File: src/rtl/io_bank_pkg.sv
// Shared constants for the CPU I/O subsystem: channel defaults, the I/O opcode
// field layout used by the control unit, and small helpers for io_bank/io_fifo.
package io_bank_pkg;

    // Default channel geometry; the control unit and io_bank both read these.
    localparam int IO_WIDTH = 8;
    localparam int IO_N_IN  = 2;
    localparam int IO_N_OUT = 4;
    localparam int IO_DEPTH = 2;
    localparam int IO_AW    = 2;

    // CPU I/O instruction fields: opcode in [6:0], port number in [24:20].
    localparam int        OPC_LSB    = 0;
    localparam int        OPC_W      = 7;
    localparam logic [6:0] OPC_IO_IN  = 7'b0001011;
    localparam logic [6:0] OPC_IO_OUT = 7'b0101011;
    localparam int        PORT_LSB   = 20;
    localparam int        PORT_W     = 5;

    // Outcome of the CPU read request in the current cycle.
    typedef enum logic [1:0] {
        RD_IDLE,
        RD_HIT,
        RD_STALL,
        RD_OOR
    } rd_kind_e;

    // FIFO pointers carry one extra wrap bit so full and empty are distinguishable.
    function automatic int ptr_width(input int depth);
        return $clog2(depth) + 1;
    endfunction

endpackage

File: src/rtl/io_fifo.sv
// Small synchronous FIFO for one input channel. Full/empty come from the
// pointer difference; the head entry is presented combinationally.
module io_fifo
    import io_bank_pkg::*;
#(
    parameter int WIDTH = IO_WIDTH,
    parameter int DEPTH = IO_DEPTH
) (
    input  logic             clk,
    input  logic             reset,
    input  logic             push,
    input  logic [WIDTH-1:0] push_data,
    input  logic             pop,
    output logic [WIDTH-1:0] head,
    output logic             empty,
    output logic             ready
);

    localparam int PW = ptr_width(DEPTH);
    localparam int IW = PW - 1;

    logic [PW-1:0]    wptr_q, wptr_d;
    logic [PW-1:0]    rptr_q, rptr_d;
    logic [PW-1:0]    count;
    logic [WIDTH-1:0] mem_q [DEPTH];
    logic [WIDTH-1:0] mem_d [DEPTH];
    logic             do_push;
    logic             do_pop;

    // Status decode from registered pointers only, so ready never depends on the CPU read.
    always_comb begin
        count   = wptr_q - rptr_q;
        empty   = (count == '0);
        ready   = (count != PW'(DEPTH));
        head    = mem_q[rptr_q[IW-1:0]];
        do_push = push & ready;
        do_pop  = pop & ~empty;
    end

    // Next-state for storage and pointers; a full FIFO refuses the push even while popping.
    always_comb begin
        mem_d  = mem_q;
        wptr_d = wptr_q;
        rptr_d = rptr_q;
        if (do_push) begin
            mem_d[wptr_q[IW-1:0]] = push_data;
            wptr_d                = wptr_q + PW'(1);
        end
        if (do_pop) begin
            rptr_d = rptr_q + PW'(1);
        end
    end

    // State registers; reset discards every buffered word.
    always_ff @(posedge clk or negedge reset) begin
        if (!reset) begin
            wptr_q <= '0;
            rptr_q <= '0;
            for (int i = 0; i < DEPTH; i++) begin
                mem_q[i] <= '0;
            end
        end else begin
            wptr_q <= wptr_d;
            rptr_q <= rptr_d;
            mem_q  <= mem_d;
        end
    end

endmodule

File: src/rtl/io_bank.sv
// CPU I/O bank: N_IN buffered input channels read combinationally by the CPU
// (stalling on empty) and N_OUT output registers with one-cycle update strobes.
module io_bank
    import io_bank_pkg::*;
#(
    parameter int WIDTH = IO_WIDTH,
    parameter int N_IN  = IO_N_IN,
    parameter int N_OUT = IO_N_OUT,
    parameter int DEPTH = IO_DEPTH,
    parameter int AW    = IO_AW
) (
    input  logic                   clk,
    input  logic                   reset,
    input  logic                   rd_en,
    input  logic [AW-1:0]          rd_addr,
    output logic [WIDTH-1:0]       rd_data,
    output logic                   stall,
    input  logic                   wr_en,
    input  logic [AW-1:0]          wr_addr,
    input  logic [WIDTH-1:0]       wr_data,
    input  logic [N_IN*WIDTH-1:0]  in_data,
    input  logic [N_IN-1:0]        in_valid,
    output logic [N_IN-1:0]        in_ready,
    output logic [N_OUT*WIDTH-1:0] out_data,
    output logic [N_OUT-1:0]       out_strobe
);

    logic [WIDTH-1:0]       head [N_IN];
    logic [N_IN-1:0]        empty;
    logic [N_IN-1:0]        pop;
    rd_kind_e               rd_kind;
    logic                   wr_fire;
    logic [N_OUT*WIDTH-1:0] out_data_q, out_data_d;
    logic [N_OUT-1:0]       out_strobe_q, out_strobe_d;

    for (genvar k = 0; k < N_IN; k++) begin : g_in
        io_fifo #(
            .WIDTH (WIDTH),
            .DEPTH (DEPTH)
        ) u_fifo (
            .clk       (clk),
            .reset     (reset),
            .push      (in_valid[k]),
            .push_data (in_data[k*WIDTH +: WIDTH]),
            .pop       (pop[k]),
            .head      (head[k]),
            .empty     (empty[k]),
            .ready     (in_ready[k])
        );
    end

    // Classify the CPU read, select the FIFO head and request a pop on a hit.
    always_comb begin
        rd_kind = RD_IDLE;
        rd_data = '0;
        pop     = '0;
        if (rd_en) begin
            rd_kind = RD_OOR;
            for (int k = 0; k < N_IN; k++) begin
                if (rd_addr == AW'(k)) begin
                    if (empty[k]) begin
                        rd_kind = RD_STALL;
                    end else begin
                        rd_kind = RD_HIT;
                        rd_data = head[k];
                        pop[k]  = 1'b1;
                    end
                end
            end
        end
        stall = (rd_kind == RD_STALL);
    end

    // Output register next-state; a stalled cycle's write is dropped because the CPU repeats it.
    always_comb begin
        wr_fire      = wr_en & ~stall;
        out_data_d   = out_data_q;
        out_strobe_d = '0;
        for (int j = 0; j < N_OUT; j++) begin
            if (wr_fire && (wr_addr == AW'(j))) begin
                out_data_d[j*WIDTH +: WIDTH] = wr_data;
                out_strobe_d[j]              = 1'b1;
            end
        end
    end

    // Output registers and strobes, cleared immediately by reset.
    always_ff @(posedge clk or negedge reset) begin
        if (!reset) begin
            out_data_q   <= '0;
            out_strobe_q <= '0;
        end else begin
            out_data_q   <= out_data_d;
            out_strobe_q <= out_strobe_d;
        end
    end

    assign out_data   = out_data_q;
    assign out_strobe = out_strobe_q;

endmodule
File: config.mk
export PLATFORM = sky130hd
export DESIGN_NAME = io_bank
export DESIGN_NICKNAME = d
export VERILOG_FILES = /design/src/rtl/io_bank_pkg.sv /design/src/rtl/io_fifo.sv /design/src/rtl/io_bank.sv
export SDC_FILE = /design/constraint.sdc
export NUM_CORES = 1
export LEC_CHECK = 0
export ABC_AREA = 1
export BUFFER_PORTS_ARGS = -buffer_cell sky130_fd_sc_hd__buf_2
export CORE_ASPECT_RATIO = 0.6
export CORE_MARGIN = 2
export CORE_UTILIZATION = 40
export DETAILED_ROUTE_END_ITERATION = 8
export PLACE_DENSITY = 0.72
export SLEW_MARGIN = 20
export SYNTH_ARGS = -nofsm -noshare
export SYNTH_HDL_FRONTEND = slang
export SYNTH_SLANG_ARGS = --single-unit
File: constraint.sdc
create_clock -name clk -period 2 [get_ports clk]
set_clock_uncertainty 0.05 [all_clocks]
set_input_delay 0.4 -clock clk [delete_from_list [all_inputs] [get_ports clk]]
set_output_delay 0.4 -clock clk [all_outputs]
set_load 0.02 [all_outputs]
Word level (Yosys, flattened, before mapping)
Cells that the tools add are included.
{"block": "op_classes", "add_sub_neg": 6, "order_cmp": 6, "n_eq_ne": 7, "n_bitwise": 12, "reduce_logical": 10, "n_mux": 31}
{"op": "$mux 8", "count": 13}
{"op": "$bwmux 16", "count": 2}
{"op": "$demux 8 s1", "count": 2}
{"op": "$mux 2", "count": 6}
{"op": "$add 2x1->2 const B", "count": 4}
{"op": "$ge 2x2->1 const B", "count": 4}
{"op": "$logic_not 2->1", "count": 4}
{"op": "$mux 1", "count": 8}
{"op": "$not 1->2", "count": 4}
{"op": "$eq 2x2->1 const B", "count": 3}
{"op": "$logic_and 1x1->1", "count": 6}
{"op": "$and 1x1->1", "count": 5}
{"op": "$eq 2x1->1 const B", "count": 2}
{"op": "$lt 2x1->1 const B", "count": 2}
{"op": "$ne 2x2->1 const B", "count": 2}
{"op": "$sub 2x2->2", "count": 2}
{"op": "$not 1->1", "count": 3}
{"block": "word_totals", "output_inout_bits": 47, "word_cells": 85, "ff_bits": 76, "inputBits": 34}

Longest topological paths before layout
Gate-level depths: netlist of the first run.
{"block": "depth", "ltp_word": 11, "mapped_depth": 9, "ltp_nobuf": 9}

By module
From an unflattened synthesis of the first run, not the netlist that was laid out.
{"block": "unflattened", "cells_unflattened": 444, "area_unflattened_um2": 3638.5}
{"mod": "io_bank", "seq_area_each_um2": 900.9, "n_inst": 1, "area_each_um2": 1659.1, "cells_each": 190}
{"mod": "io_fifo (g_in[1].u_fifo)", "seq_area_each_um2": 500.5, "n_inst": 1, "area_each_um2": 991.0, "cells_each": 127}
{"mod": "io_fifo (g_in[0].u_fifo)", "seq_area_each_um2": 500.5, "n_inst": 1, "area_each_um2": 988.4, "cells_each": 127}

Worst setup path before layout of the first run
No wires, ideal clock.
{"block": "synth_timing", "path_kind": "reg2out", "startpoint": "register g_in[1].u_fifo.wptr_q[0]", "endpoint": "output rd_data[1]", "arrival_ps": 1465, "required_time_ps": 1550, "path_slack_ps": 85, "path_buffers": 0, "path_stages_with_launch": 7, "path_cell_list": "dfrtp_1 -> inv_4 -> nand2_2 -> nand2_2 -> nand2_1 -> nand3_2 -> o21ai_0"}
{"block": "synth_via", "elab_chain_len": 5}
{"element": "from (decl)", "line": "io_fifo.sv:22", "source": "logic [PW-1:0] wptr_q, wptr_d;"}
{"element": "from (signal assigned)", "line": "io_fifo.sv:63", "source": "wptr_q <= wptr_d;"}
{"element": "$sub 2x2->2", "line": "io_fifo.sv:32", "source": "count = wptr_q - rptr_q;"}
{"element": "$logic_not 2->1", "line": "io_fifo.sv:33", "source": "empty = (count == '0);"}
{"element": "$mux 8", "line": "io_bank.sv:61", "source": "if (empty[k]) begin"}
{"element": "$mux 8", "line": "io_bank.sv:60", "source": "if (rd_addr == AW'(k)) begin"}
{"element": "$mux 8", "line": "io_bank.sv:57", "source": "if (rd_en) begin"}
{"element": "to (decl)", "line": "io_bank.sv:16", "source": "output logic [WIDTH-1:0] rd_data,"}
Every way passes these cells.

Worst setup path in the final report of the first run
{"block": "layout_timing", "startpoint": "register g_in[1].u_fifo.rptr_q[0]", "endpoint": "output rd_data[6]"}
{"block": "layout_via", "elab_chain_len": 7, "word_cells_on_any_way": 9, "classes_between": "1 x add/sub; 6 x mux; 1 x bitwise; 1 x reduce/logical"}
{"element": "from (decl)", "line": "io_fifo.sv:23", "source": "logic [PW-1:0] rptr_q, rptr_d;"}
{"element": "from (signal assigned)", "line": "io_fifo.sv:64", "source": "rptr_q <= rptr_d;"}
{"element": "parallel branches: the longest is 4 deep, another holds $sub 2x2->2"}
{"element": "$mux 8 *", "line": "io_bank.sv:61"}
{"element": "$mux 8 *", "line": "io_bank.sv:60"}
{"element": "$mux 8 *", "line": "io_bank.sv:57"}
Every way passes the cells marked *. The select of a mux whose other input is x is not followed.

==> impl_results.md, run 1 <==
* RSZ-0062 raised after global routing: yes
* Routability-driven placement congestion ratio at 0.892
* Num Clock Sinks at 76
* Final #Nets at around 550
* CTS tree: done
* Worst Hold End: g_in[1].u_fifo.mem_q[13]
* Die ar. at 9610 µm²
* Rel. slew slack at approximately two thirds
* Utilization after layout at between 50% and 60%
* Syn Inst Count at just over 400
* FF+latch area at 1910 µm²
* Share of the clock period used by the worst path after layout at 100%
* Number of slew-limit violations in the final report at 0
* Peak Freq at between 400 and 500 MHz
* GR met1 Demand/Resource at between 30% and 40%
* Area used by multi-input combinational logic at approximately 1500 µm²
* Floorplan row count at 26
* H-Tree Depth at 3
* Crit-path max FO at 12
* Number of flops mapped to enable cells by yosys at 0
* Final setup fails at 3
* Remaining number of nets flagged by the antenna check after routing at 0
* Cell with the most instances after synthesis: sky130_fd_sc_hd__nand2_1
* Arrival time worst endpoint at ~1600 ps
* Critical Path RT at about 1600 ps
* Final Hold Vio Count at 0
* Initial standard-cell utilization of the core at between 40% and 50%
* Most heavily used metal layer in global routing: met1
* Global-route wire length before repair at 15,400 µm
* Routing usage on met3 at under 10%
* Total length of routed wires at 8960 µm
* Status: finished with violations
* Path depth of the worst reg2reg path at 10
* Average cell area after synthesis at 8.73 µm²
* Proportion of synthesized chip area in sequential cells at 53.9%
* Clock latency on the worst-skew pair at between 300 and 400 ps
* Pwr Density at between 1000 and 1500 nW/µm²
* Number of buffers inserted during clock tree synthesis at 9
* Half-perimeter wire length after placement at ~6400 µm
* Category of the most critical setup path: reg2out
* CP peak stage delay at approximately 430 ps
* Worst setup slack after layout at -7.54 ps
* Final std cell area, no fill at ~4700 µm²
* Ant diodes at 0
* Flops & latches, synth at 76
* Lkg Pwr at about 2.5 nW
* Reg2reg end: out_data[26]
* Synth async-reset ratio at 100%
* Slowest stage cell on the critical path: sky130_fd_sc_hd__dfrtp_1
* Startpoint Class: flop
* Final std cells w/o fill at roughly 630
* Setup total negative slack at -10.0 ps
* Startpoint of the lowest-slack register-to-register path: g_in[1].u_fifo.wptr_q[1]
* Reported max-cap violation count at 0
* Area share of the largest cell type after synthesis at 53.9%
* Per-cell via count in the routed design at between 4 and 5
* Violations in the final reports: setup timing
* Sum of overflow across all layers after global routing at 0
* Yosys warning count at 0
* Family with the most delay on the worst path: buffers and inverters
* Flop-to-flop setup slack at roughly 350 ps
* Via count of the first global-routing pass at a little under 3,000
* Layout Area Growth over Synthesis at 32.1%
* Slew of the pin with the lowest slew margin at about 500 ps
* Horizontal extent of the die at around 130 µm
* Count of pins on the block boundary at 81
* Maximum buffer depth of the clock tree at 2
* Number of filler instances in the final layout at slightly below 800
* Mean routed wirelength per cell at ~14 µm
* Area of the placeable core at about 8500 µm²
* Area of the mapped netlist at ~3500 µm²
* Type of element capturing the critical path: output pin
* Critical path's most frequent cell: sky130_fd_sc_hd__buf_4
* Most used DFF post-synth: sky130_fd_sc_hd__dfrtp_1
* Number of I/O port buffers at 80
* Hold path depth at 3
* Clk slew on worst S/H paths at about 60 ps
* Share of post-route cells with drive strength above 1 at around a third
* Met2 usage at 28.5%
* Chain of cells forming the critical path: buf_4 > buf_4 > nand2_1 > o21ai_2 > o22ai_1 > buf_4
* Largest net degree at the start of global routing at between 40 and 50
* Synthesized netlist net count at around 440
* Min Tclk post-route at between 2000 and 2500 ps
* Drt initial violations at 182
* Total track usage at 19.9%
* Height of the chip at ~77 µm
* Number of cells after detailed placement at between 500 and 600
* Dominant cell type by area after synthesis: sky130_fd_sc_hd__dfrtp_1
* Count of cell types in the netlist at 29
* Top area cells in the synthesized netlist: sky130_fd_sc_hd__dfrtp_1, sky130_fd_sc_hd__nand2_1, sky130_fd_sc_hd__nand4_1
* Launch point of the worst path: g_in[1].u_fifo.rptr_q[0]
* Cell Area, Placed at just over 4000 µm²
* Commonest cells post-synth: sky130_fd_sc_hd__nand2_1, sky130_fd_sc_hd__dfrtp_1, sky130_fd_sc_hd__o21ai_0, sky130_fd_sc_hd__inv_1, sky130_fd_sc_hd__nand4_1
* First drt pass iteration count at 5
* Count of buffering cells on the critical path with inverters included at 3
* DRC violations left at 0
* Start point of the worst min-delay path: in_data[13]
* Total power at approximately 0.0069 W
* Class of the worst hold path: in2reg
* Buffer cell driving the clock tree root: sky130_fd_sc_hd__clkbuf_16
* Antenna violations before repair at 0
* Total via count after detailed routing at 3,066
* Largest vdd supply drop at 0.624 mV
## power breakdown
part           switching [W]  internal [W]  leakage, nW  total (W)
Clock               0.000584       0.00102        0.155    0.00161
Combinational        0.00186       0.00106         1.40    0.00292
Sequential          0.000314       0.00210        0.940    0.00242
## worst register-to-register path, stage by stage (launching register included)
cell and delay [ps]:
sky130_fd_sc_hd__dfrtp_1 400, sky130_fd_sc_hd__inv_2 50, sky130_fd_sc_hd__nand2_2 100, sky130_fd_sc_hd__nand2_4 70, sky130_fd_sc_hd__nand3_2 100, sky130_fd_sc_hd__nand2_4 80, sky130_fd_sc_hd__nand2_8 130, sky130_fd_sc_hd__buf_4 190
sky130_fd_sc_hd__nand3_2 180, sky130_fd_sc_hd__nand2_1 120, sky130_fd_sc_hd__nand2_1 60
## cell type report
type	instances	share of cell area, %
clock buffer	11	5.42
clock inverter	5	1.07
inverter	37	3.09
multi-input combinational	279	32.3
sequential	76	40.9
tap	112	3.01
timing repair buffer	108	14.2
## cell families after synthesis
family	Yosys count	share of synthesized area (%)
AND/OR/NAND/NOR	224	30.9
AO/OA/AOI/OAI	47	6.92
buffers and inverters	51	6.81
XOR/XNOR	6	1.49
flip-flops	76	53.9
## routing by layer
metal  routed length, µm  vias to the layer above  share of wire [%]
li1                    -                     1522                  -
met1                4550                     1461                 51
met2                3890                       77                 43
met3                 457                        6                5.1
met4                  61                        0               0.68
met5                   0                        -                  0
## through the flow
step                      setup slack [ps]  hold WS (ps)
after floorplan                       84.7          54.4
after global placement                 171           174
after detailed placement               105           176
after CTS                            -9.45           241
after global routing                  -104           252
final                                -7.54           249
## cell usage in the layout (no fill, tap or decap), types with 2 or more instances in the layout
cell,Yosys,final
sky130_fd_sc_hd__buf_2,1,70
sky130_fd_sc_hd__buf_4,3,33
sky130_fd_sc_hd__buf_6,3,3
sky130_fd_sc_hd__clkbuf_16,0,9
sky130_fd_sc_hd__clkbuf_8,0,2
sky130_fd_sc_hd__clkinv_2,0,4
sky130_fd_sc_hd__dfrtp_1,76,73
sky130_fd_sc_hd__dfrtp_2,0,3
sky130_fd_sc_hd__inv_1,33,27
sky130_fd_sc_hd__inv_2,2,7
sky130_fd_sc_hd__inv_4,1,2
sky130_fd_sc_hd__nand2_1,162,148
sky130_fd_sc_hd__nand2_2,4,14
sky130_fd_sc_hd__nand2_4,2,7
sky130_fd_sc_hd__nand3_1,4,3
sky130_fd_sc_hd__nand3_2,6,7
sky130_fd_sc_hd__nand3_4,2,3
sky130_fd_sc_hd__nand4_1,32,32
sky130_fd_sc_hd__nor2_1,5,5
sky130_fd_sc_hd__nor2_4,3,4
sky130_fd_sc_hd__nor2_8,2,2
sky130_fd_sc_hd__o21ai_0,39,23
sky130_fd_sc_hd__o21ai_1,4,15
sky130_fd_sc_hd__o21ai_2,2,6
sky130_fd_sc_hd__xor2_1,6,6
## how the worst max path moves through the flow
stage,end,slack [ps],depth (start not counted)
after floorplan,rd_data[1],80,6
after global placement,rd_data[7],170,7
after detailed placement,rd_data[2],110,9
after CTS,rd_data[2],-9,9
after global routing,rd_data[5],-100,6
final,rd_data[6],-8,6
## what timing repair did
| item | CTS | global route |
|---|---|---|
| gates resized for setup | 41 | 24 |
| hold endpoints to repair | 5 | 0 |
| setup buffers | 13 | 2 |
| pin swaps | 11 | 7 |
| cloned | 2 | 0 |
| hold buffers | 1 | 0 |
| endpoints found under the setup margin | 9 | 9 |
## state kept, by name, indices dropped and copies added, names as in the netlist
signal	flops
g_in.u_fifo.mem_q	32
g_in.u_fifo.rptr_q	4
g_in.u_fifo.wptr_q	4
out_data	32
out_strobe	4
Power figures use the tool's default switching activity.
==> inputs of run 2 (changes only) <==
--- a/config.mk
+++ b/config.mk
@@ -5,13 +5,12 @@
 export SDC_FILE = /design/constraint.sdc
 export NUM_CORES = 1
 export LEC_CHECK = 0
-export ABC_AREA = 1
 export BUFFER_PORTS_ARGS = -buffer_cell sky130_fd_sc_hd__buf_2
 export CORE_ASPECT_RATIO = 0.6
 export CORE_MARGIN = 2
 export CORE_UTILIZATION = 40
 export DETAILED_ROUTE_END_ITERATION = 8
-export PLACE_DENSITY = 0.72
+export PLACE_DENSITY = 0.73
 export SLEW_MARGIN = 20
 export SYNTH_ARGS = -nofsm -noshare
 export SYNTH_HDL_FRONTEND = slang
==> impl_results.md, run 2 <==
* Worst slack at placement at -177 ps
* Hold-fix buffer count after cts at 0
* Area of the mapped netlist at around 3200 µm²
* Utilization after layout at between 50% and 60%
* Final setup fails at between 40 and 50
* Lkg Pwr at 2.22 nW
* Drt initial violations at about 120
* Type of element capturing the critical path: output pin
* Clock latency on the worst-skew pair at about 330 ps
* Critical path's most frequent cell: sky130_fd_sc_hd__buf_6
* Dominant cell type by area after synthesis: sky130_fd_sc_hd__dfrtp_1
* Largest net degree at the start of global routing at 55
* Final Hold Vio Count at 3
* Peak Freq at approximately 450 MHz
* Per-cell via count in the routed design at ~4.8
* Area share of the largest cell type after synthesis at around three fifths
* Largest vdd supply drop at about 0.56 mV
* Total net switching power at roughly 0.0024 W
* Slowest stage cell on the critical path: sky130_fd_sc_hd__dfrtp_1
* Critical Path RT at 1550 ps
* RSZ-0062 raised after global routing: yes
* Number of cells after detailed placement at 413
* Class of the worst hold path: in2async
* Routability-driven placement congestion ratio at between 0.7 and 0.8
* Buffer cell driving the clock tree root: sky130_fd_sc_hd__clkbuf_16
* Number of slew-limit violations in the final report at 0
* Top area cells in the synthesized netlist: sky130_fd_sc_hd__dfrtp_1, sky130_fd_sc_hd__mux2_2, sky130_fd_sc_hd__mux2_4
* H-Tree Depth at 3
* Antenna violations before repair at 0
* Die ar. at 8730 µm²
* Rel. slew slack at approximately 64%
* Category of the most critical setup path: reg2out
* Yosys warning count at 0
* Layout Area Growth over Synthesis at 44.3%
* Power share of the sequential group at a little over a third
* Synth async-reset ratio at 100%
* Number of filler instances in the final layout at about 640
* Total track usage at 18.4%
* Cell with the most instances after synthesis: sky130_fd_sc_hd__dfrtp_1
* Total power at 0.00717 W
* Chain of cells forming the critical path: xor2_2 > nor2_4 > nor3b_4 > buf_6 > a221o_1 > buf_6
* Flops & latches, synth at 76
* Commonest cells post-synth: sky130_fd_sc_hd__dfrtp_1, sky130_fd_sc_hd__mux2_2, sky130_fd_sc_hd__nor2_1
* Highest-count cells in the layout ignoring fill and taps: sky130_fd_sc_hd__dfrtp_1, sky130_fd_sc_hd__buf_2, sky130_fd_sc_hd__mux2_4, sky130_fd_sc_hd__mux2_2, sky130_fd_sc_hd__buf_4
* Sum of overflow across all layers after global routing at 0
* Portion of total power attributed to the clock network at between 20% and 30%
* Area of the placeable core at around 7800 µm²
* Min Tclk post-route at 2240 ps
* Violations in the final reports: hold timing, setup timing
* Total via count after detailed routing at 2,148
* Count of cell types in the netlist at 25
* Clk slew on worst S/H paths at around 60 ps
* Horizontal extent of the die at between 100 and 150 µm
* Slew of the pin with the lowest slew margin at between 500 and 600 ps
* Total length of routed wires at 7770 µm
* Most common cell after layout, fill and taps aside: sky130_fd_sc_hd__dfrtp_1
* Global-route wire length before repair at 11,700 µm
* Status: finished with violations
* Number of flops mapped to enable cells by yosys at 0
* Startpoint Class: flop
* Remaining number of nets flagged by the antenna check after routing at 0
* Count of pins on the block boundary at 81
* Share of post-route cells with drive strength above 1 at a little under two thirds
* Syn Inst Count at just over 200
* Via count of the first global-routing pass at roughly 2,200
* Worst setup slack after layout at -238 ps
* Number of buffers inserted during clock tree synthesis at 9
* Number of I/O port buffers at 80
* First drt pass iteration count at 4
* Final #Nets at 370
* Pwr Density at around 1600 nW/µm²
* Reported max-cap violation count at 0
* Average cell area after synthesis at roughly 15 µm²
* Mean routed wirelength per cell at 17.4 µm
* DRC violations left at 0
* Proportion of synthesized chip area in sequential cells at 59.6%
* Net switching share of the total power at between 30% and 40%
* Power Internal at about 0.0048 W
* Maximum buffer depth of the clock tree at 2
* Arrival time worst endpoint at roughly 1800 ps
* CTS tree: done
* Synthesized netlist net count at approximately 240
* Most used DFF post-synth: sky130_fd_sc_hd__dfrtp_1
* Final std cells w/o fill at about 450
* Ant diodes at 0
* Relative contribution of combinational cells to total power at about 43%
* Crit-path max FO at 3
* Height of the chip at roughly 73 µm
* Half-perimeter wire length after placement at between 4000 and 5000 µm
* Initial standard-cell utilization of the core at between 40% and 50%
* Floorplan row count at 25
* CP peak stage delay at approximately 400 ps
* Worst slack on hold paths at -3.14 ps
* Share of the clock period used by the worst path after layout at 112%
* Num Clock Sinks at 76
run 2: what timing repair did:
action	CTS	global route
endpoints found under the setup margin	11	50
cloned	1	2
pin swaps	18	10
resized for setup	53	22
setup buffers	11	8
run 2: power groups by stage:
| stage | clock network (W) | logic, W | registers [W] |
|---|---|---|---|
| after global routing | 0.00164 | 0.00330 | 0.00261 |
| after global placement | 0 | 0.00254 | 0.00249 |
| after CTS | 0.00158 | 0.00295 | 0.00253 |
| after detailed placement | 0 | 0.00259 | 0.00251 |
| final | 0.00154 | 0.00309 | 0.00254 |
| after floorplan | 0 | 0.00148 | 0.00274 |
run 2: logic make-up (layout without fill, tap and decap cells):
family / after synthesis / count (layout) / share of synthesized area [%]
DFF: 76 / 76 / 59.6
and+or+nand+nor: 32 / 32 / 7.41
muxes: 72 / 72 / 26.0
buffers and inverters: 6 / 137 / 1.06
AOI/OAI and AO/OA: 10 / 10 / 2.82
xor gates and xnor gates: 11 / 11 / 3.02
run 2: critical path: cells and delay by family (launching register included):
kind | cells | cell delay, ps
DFF | 1 | 410
xor gates and xnor gates | 1 | 210
buffers and inverters | 2 | 260
AOI/OAI and AO/OA | 1 | 330
and+or+nand+nor | 2 | 260
run 2: metrics by stage:
stage / TNS, ps / area (µm²)
floorplan: 0 / 3190
global placement: -1070 / 3890
detailed placement: -1910 / 3890
CTS: -2700 / 4460
global route: -8540 / 4600
finish: -5350 / 4600
run 2: area by class of cell:
class / count / area [µm²] / area share, %
well taps: 108 / 135 / 2.94
inverters: 2 / 7.51 / 0.163
flip-flops and latches: 76 / 1900 / 41.3
clock buffers: 10 / 239 / 5.19
multi-input cells: 125 / 1430 / 31.1
clock inverters: 3 / 40.0 / 0.870
repair buffers: 122 / 848 / 18.4
run 2: worst paths after layout:
path / start / to / slack [ps] / depth (start not counted)
worst max-delay path: g_in[1].u_fifo.wptr_q[1] / rd_data[2] / -240 / 6
worst min-delay path: reset / out_data[28] / -3 / 1
worst max register to register: g_in[0].u_fifo.wptr_q[1] / out_data[23] / -150 / 8
worst min register to register: g_in[0].u_fifo.mem_q[10] / g_in[0].u_fifo.mem_q[10] / 450 / 1
max in group asynchronous: reset / g_in[1].u_fifo.mem_q[0] / 1220 / 2
min in group clk: in_data[2] / g_in[0].u_fifo.mem_q[10] / 270 / 2
run 2: layer usage:
layer  part of all wire (%)  wire length, µm  up-vias  GRT usage, %
met5                      0                0        -             0
met4                    1.2               92        0          7.28
met3                    4.7              369       10          6.17
met1                     48             3720     1092          24.6
met2                     46             3590       44          28.2
li1                       -                -     1002             -
==> inputs of run 3 (changes only) <==
--- a/config.mk
+++ b/config.mk
@@ -10,6 +10,7 @@
 export CORE_MARGIN = 2
 export CORE_UTILIZATION = 40
 export DETAILED_ROUTE_END_ITERATION = 8
+export GPL_TIMING_DRIVEN = 0
 export PLACE_DENSITY = 0.73
 export SLEW_MARGIN = 20
 export SYNTH_ARGS = -nofsm -noshare
==> impl_results.md, run 3 (synthesis results as in run 2) <==
* Share of post-route cells with drive strength above 1 at between 60% and 70%
* Portion of total power attributed to the clock network at between 20% and 30%
* Final setup fails at 43
* Via count of the first global-routing pass at between 2,000 and 2,500
* Share of the clock period used by the worst path after layout at 116%
* Total length of routed wires at ~7200 µm
* Type of element capturing the critical path: output pin
* Status: finished with violations
* Clock latency on the worst-skew pair at approximately 330 ps
* Antenna violations before repair at 1
* Global-route wire length before repair at between 10,000 and 15,000 µm
* RSZ-0062 raised after global routing: yes
* Number of slew-limit violations in the final report at 0
* Mean routed wirelength per cell at roughly 17 µm
* Horizontal extent of the die at approximately 120 µm
* DRC violations left at 0
* Peak Freq at 432 MHz
* Net switching share of the total power at 33.1%
* Per-cell via count in the routed design at slightly below 5
* Maximum buffer depth of the clock tree at 2
* Reported max-cap violation count at 0
* Initial standard-cell utilization of the core at roughly two fifths
* Relative contribution of combinational cells to total power at 40.6%
* Worst Hold End: g_in[0].u_fifo.mem_q[13]
* Worst setup slack after layout at -317 ps
* Category of the most critical setup path: reg2out
* Total via count after detailed routing at about 2,100
* Final Hold Vio Count at 0
* Sum of overflow across all layers after global routing at 0
* Final #Nets at about 360
* Largest vdd supply drop at 0.576 mV
* Most common cell after layout, fill and taps aside: sky130_fd_sc_hd__buf_2
* Rel. slew slack at just under 70%
* Ant diodes at 0
* Floorplan row count at 25
* Die ar. at around 8700 µm²
* Number of buffers inserted during clock tree synthesis at 9
* Num Clock Sinks at 76
* H-Tree Depth at 3
* Highest-count cells in the layout ignoring fill and taps: sky130_fd_sc_hd__buf_2, sky130_fd_sc_hd__dfrtp_1, sky130_fd_sc_hd__mux2_2, sky130_fd_sc_hd__mux2_4
* Utilization after layout at 58.6%
* Class of the worst hold path: in2reg
* Pwr Density at about 1600 nW/µm²
* Flop-to-flop setup slack at -300 ps
* Half-perimeter wire length after placement at roughly 4700 µm
* Lkg Pwr at 2.15 nW
* Path depth of the worst reg2reg path at 7
* CTS tree: done
* Layout Area Growth over Synthesis at 43.1%
* Remaining number of nets flagged by the antenna check after routing at 0
* Setup total negative slack at -5490 ps
* Power share of the sequential group at a little over a third
* Total net switching power at approximately 0.0024 W
* Final std cells w/o fill at ~430
* Reg2reg end: out_data[7]
* Power Internal at 0.00495 W
* Start point of the worst min-delay path: in_data[5]
* Arrival time worst endpoint at ~1900 ps
* Total track usage at 17.1%
* Buffer cell driving the clock tree root: sky130_fd_sc_hd__clkbuf_16
* Clk slew on worst S/H paths at around 60 ps
* Hold path depth at 2
* Drt initial violations at 86
* Height of the chip at around 73 µm
* Number of I/O port buffers at 80
* Startpoint of the lowest-slack register-to-register path: g_in[0].u_fifo.wptr_q[1]
* Startpoint Class: flop
* Crit-path max FO at 4
* Count of pins on the block boundary at 81
* Critical Path RT at 1550 ps
* Number of cells after detailed placement at between 300 and 400
* Worst slack on hold paths at roughly 260 ps
* First drt pass iteration count at 4
* Routability-driven placement congestion ratio at around 0.74
* Area of the placeable core at a little under 8000 µm²
* Largest net degree at the start of global routing at 57
* Violations in the final reports: setup timing
* Slew of the pin with the lowest slew margin at about 480 ps
* Min Tclk post-route at roughly 2300 ps
[run 3: changes by cell type in the layout (fill, tap and decap cells not counted), sizes merged]
cell and change:
buf -16, clkinvlp +1, bufinv +1, clkinv -2
dlygate4sd3 +1, clkbuf +3
[run 3: through the flow]
step	area (µm²)	setup WS [ps]	total power [W]
final	4560	-317	0.00740
after CTS	4380	-292	0.00709
after floorplan	3190	58.5	0.00423
after global routing	4560	-406	0.00780
after detailed placement	3760	-309	0.00491
after global placement	3730	-300	0.00483
[run 3: timing repair]
action | in CTS | in global routing
endpoints found under the hold margin | 20 | 0
hold buffers | 1 | 0
cloned | 0 | 1
pin swaps | 16 | 10
buffers inserted | 11 | 9
setup endpoints to repair | 41 | 47
resized for setup | 39 | 28
[run 3: routing by layer]
layer	vias up	GRT usage, %	share of wire (%)
met5	-	0	0.18
met4	2	4.37	0.82
met3	9	6.80	4.9
met2	39	27.1	46
met1	1061	22.3	48
li1	974	-	-
[run 3: area by class of cell]
type,instances,area (µm²)
sequential,76,1910
fill,616,3230
clock inverter,3,67.6
clock buffer,13,270
inverter,2,7.51
timing repair buffer,103,697
tap,108,135
buffer,4,37.5
multi-input combinational,125,1440
[run 3: how the worst max path moves through the flow]
stage | startpoint | to | slack [ps] | cells past startpoint
after floorplan | g_in[1].u_fifo.wptr_q[1] | rd_data[0] | 60 | 4
after global placement | rd_addr[1] | rd_data[3] | -300 | 5
after detailed placement | g_in[1].u_fifo.wptr_q[1] | rd_data[3] | -310 | 5
after CTS | g_in[1].u_fifo.rptr_q[0] | rd_data[7] | -290 | 6
after global routing | g_in[1].u_fifo.rptr_q[1] | rd_data[1] | -410 | 6
final | g_in[1].u_fifo.rptr_q[1] | rd_data[1] | -320 | 6
[run 3: critical path, stage by stage, from the launching register on]
cell and delay, ps:
sky130_fd_sc_hd__dfrtp_2 440, sky130_fd_sc_hd__xor2_4 210, sky130_fd_sc_hd__nor2_4 190, sky130_fd_sc_hd__nor3_4 70, sky130_fd_sc_hd__buf_6 140, sky130_fd_sc_hd__a221o_1 350
sky130_fd_sc_hd__buf_6 140
[run 3: power groups by stage]
stage               sequential (W)  clock (W)  combinational (W)
floorplan                  0.00274          0            0.00148
global placement           0.00251          0            0.00232
detailed placement         0.00254          0            0.00238
CTS                        0.00256    0.00182            0.00270
global route               0.00269    0.00190            0.00321
finish                     0.00260    0.00179            0.00300
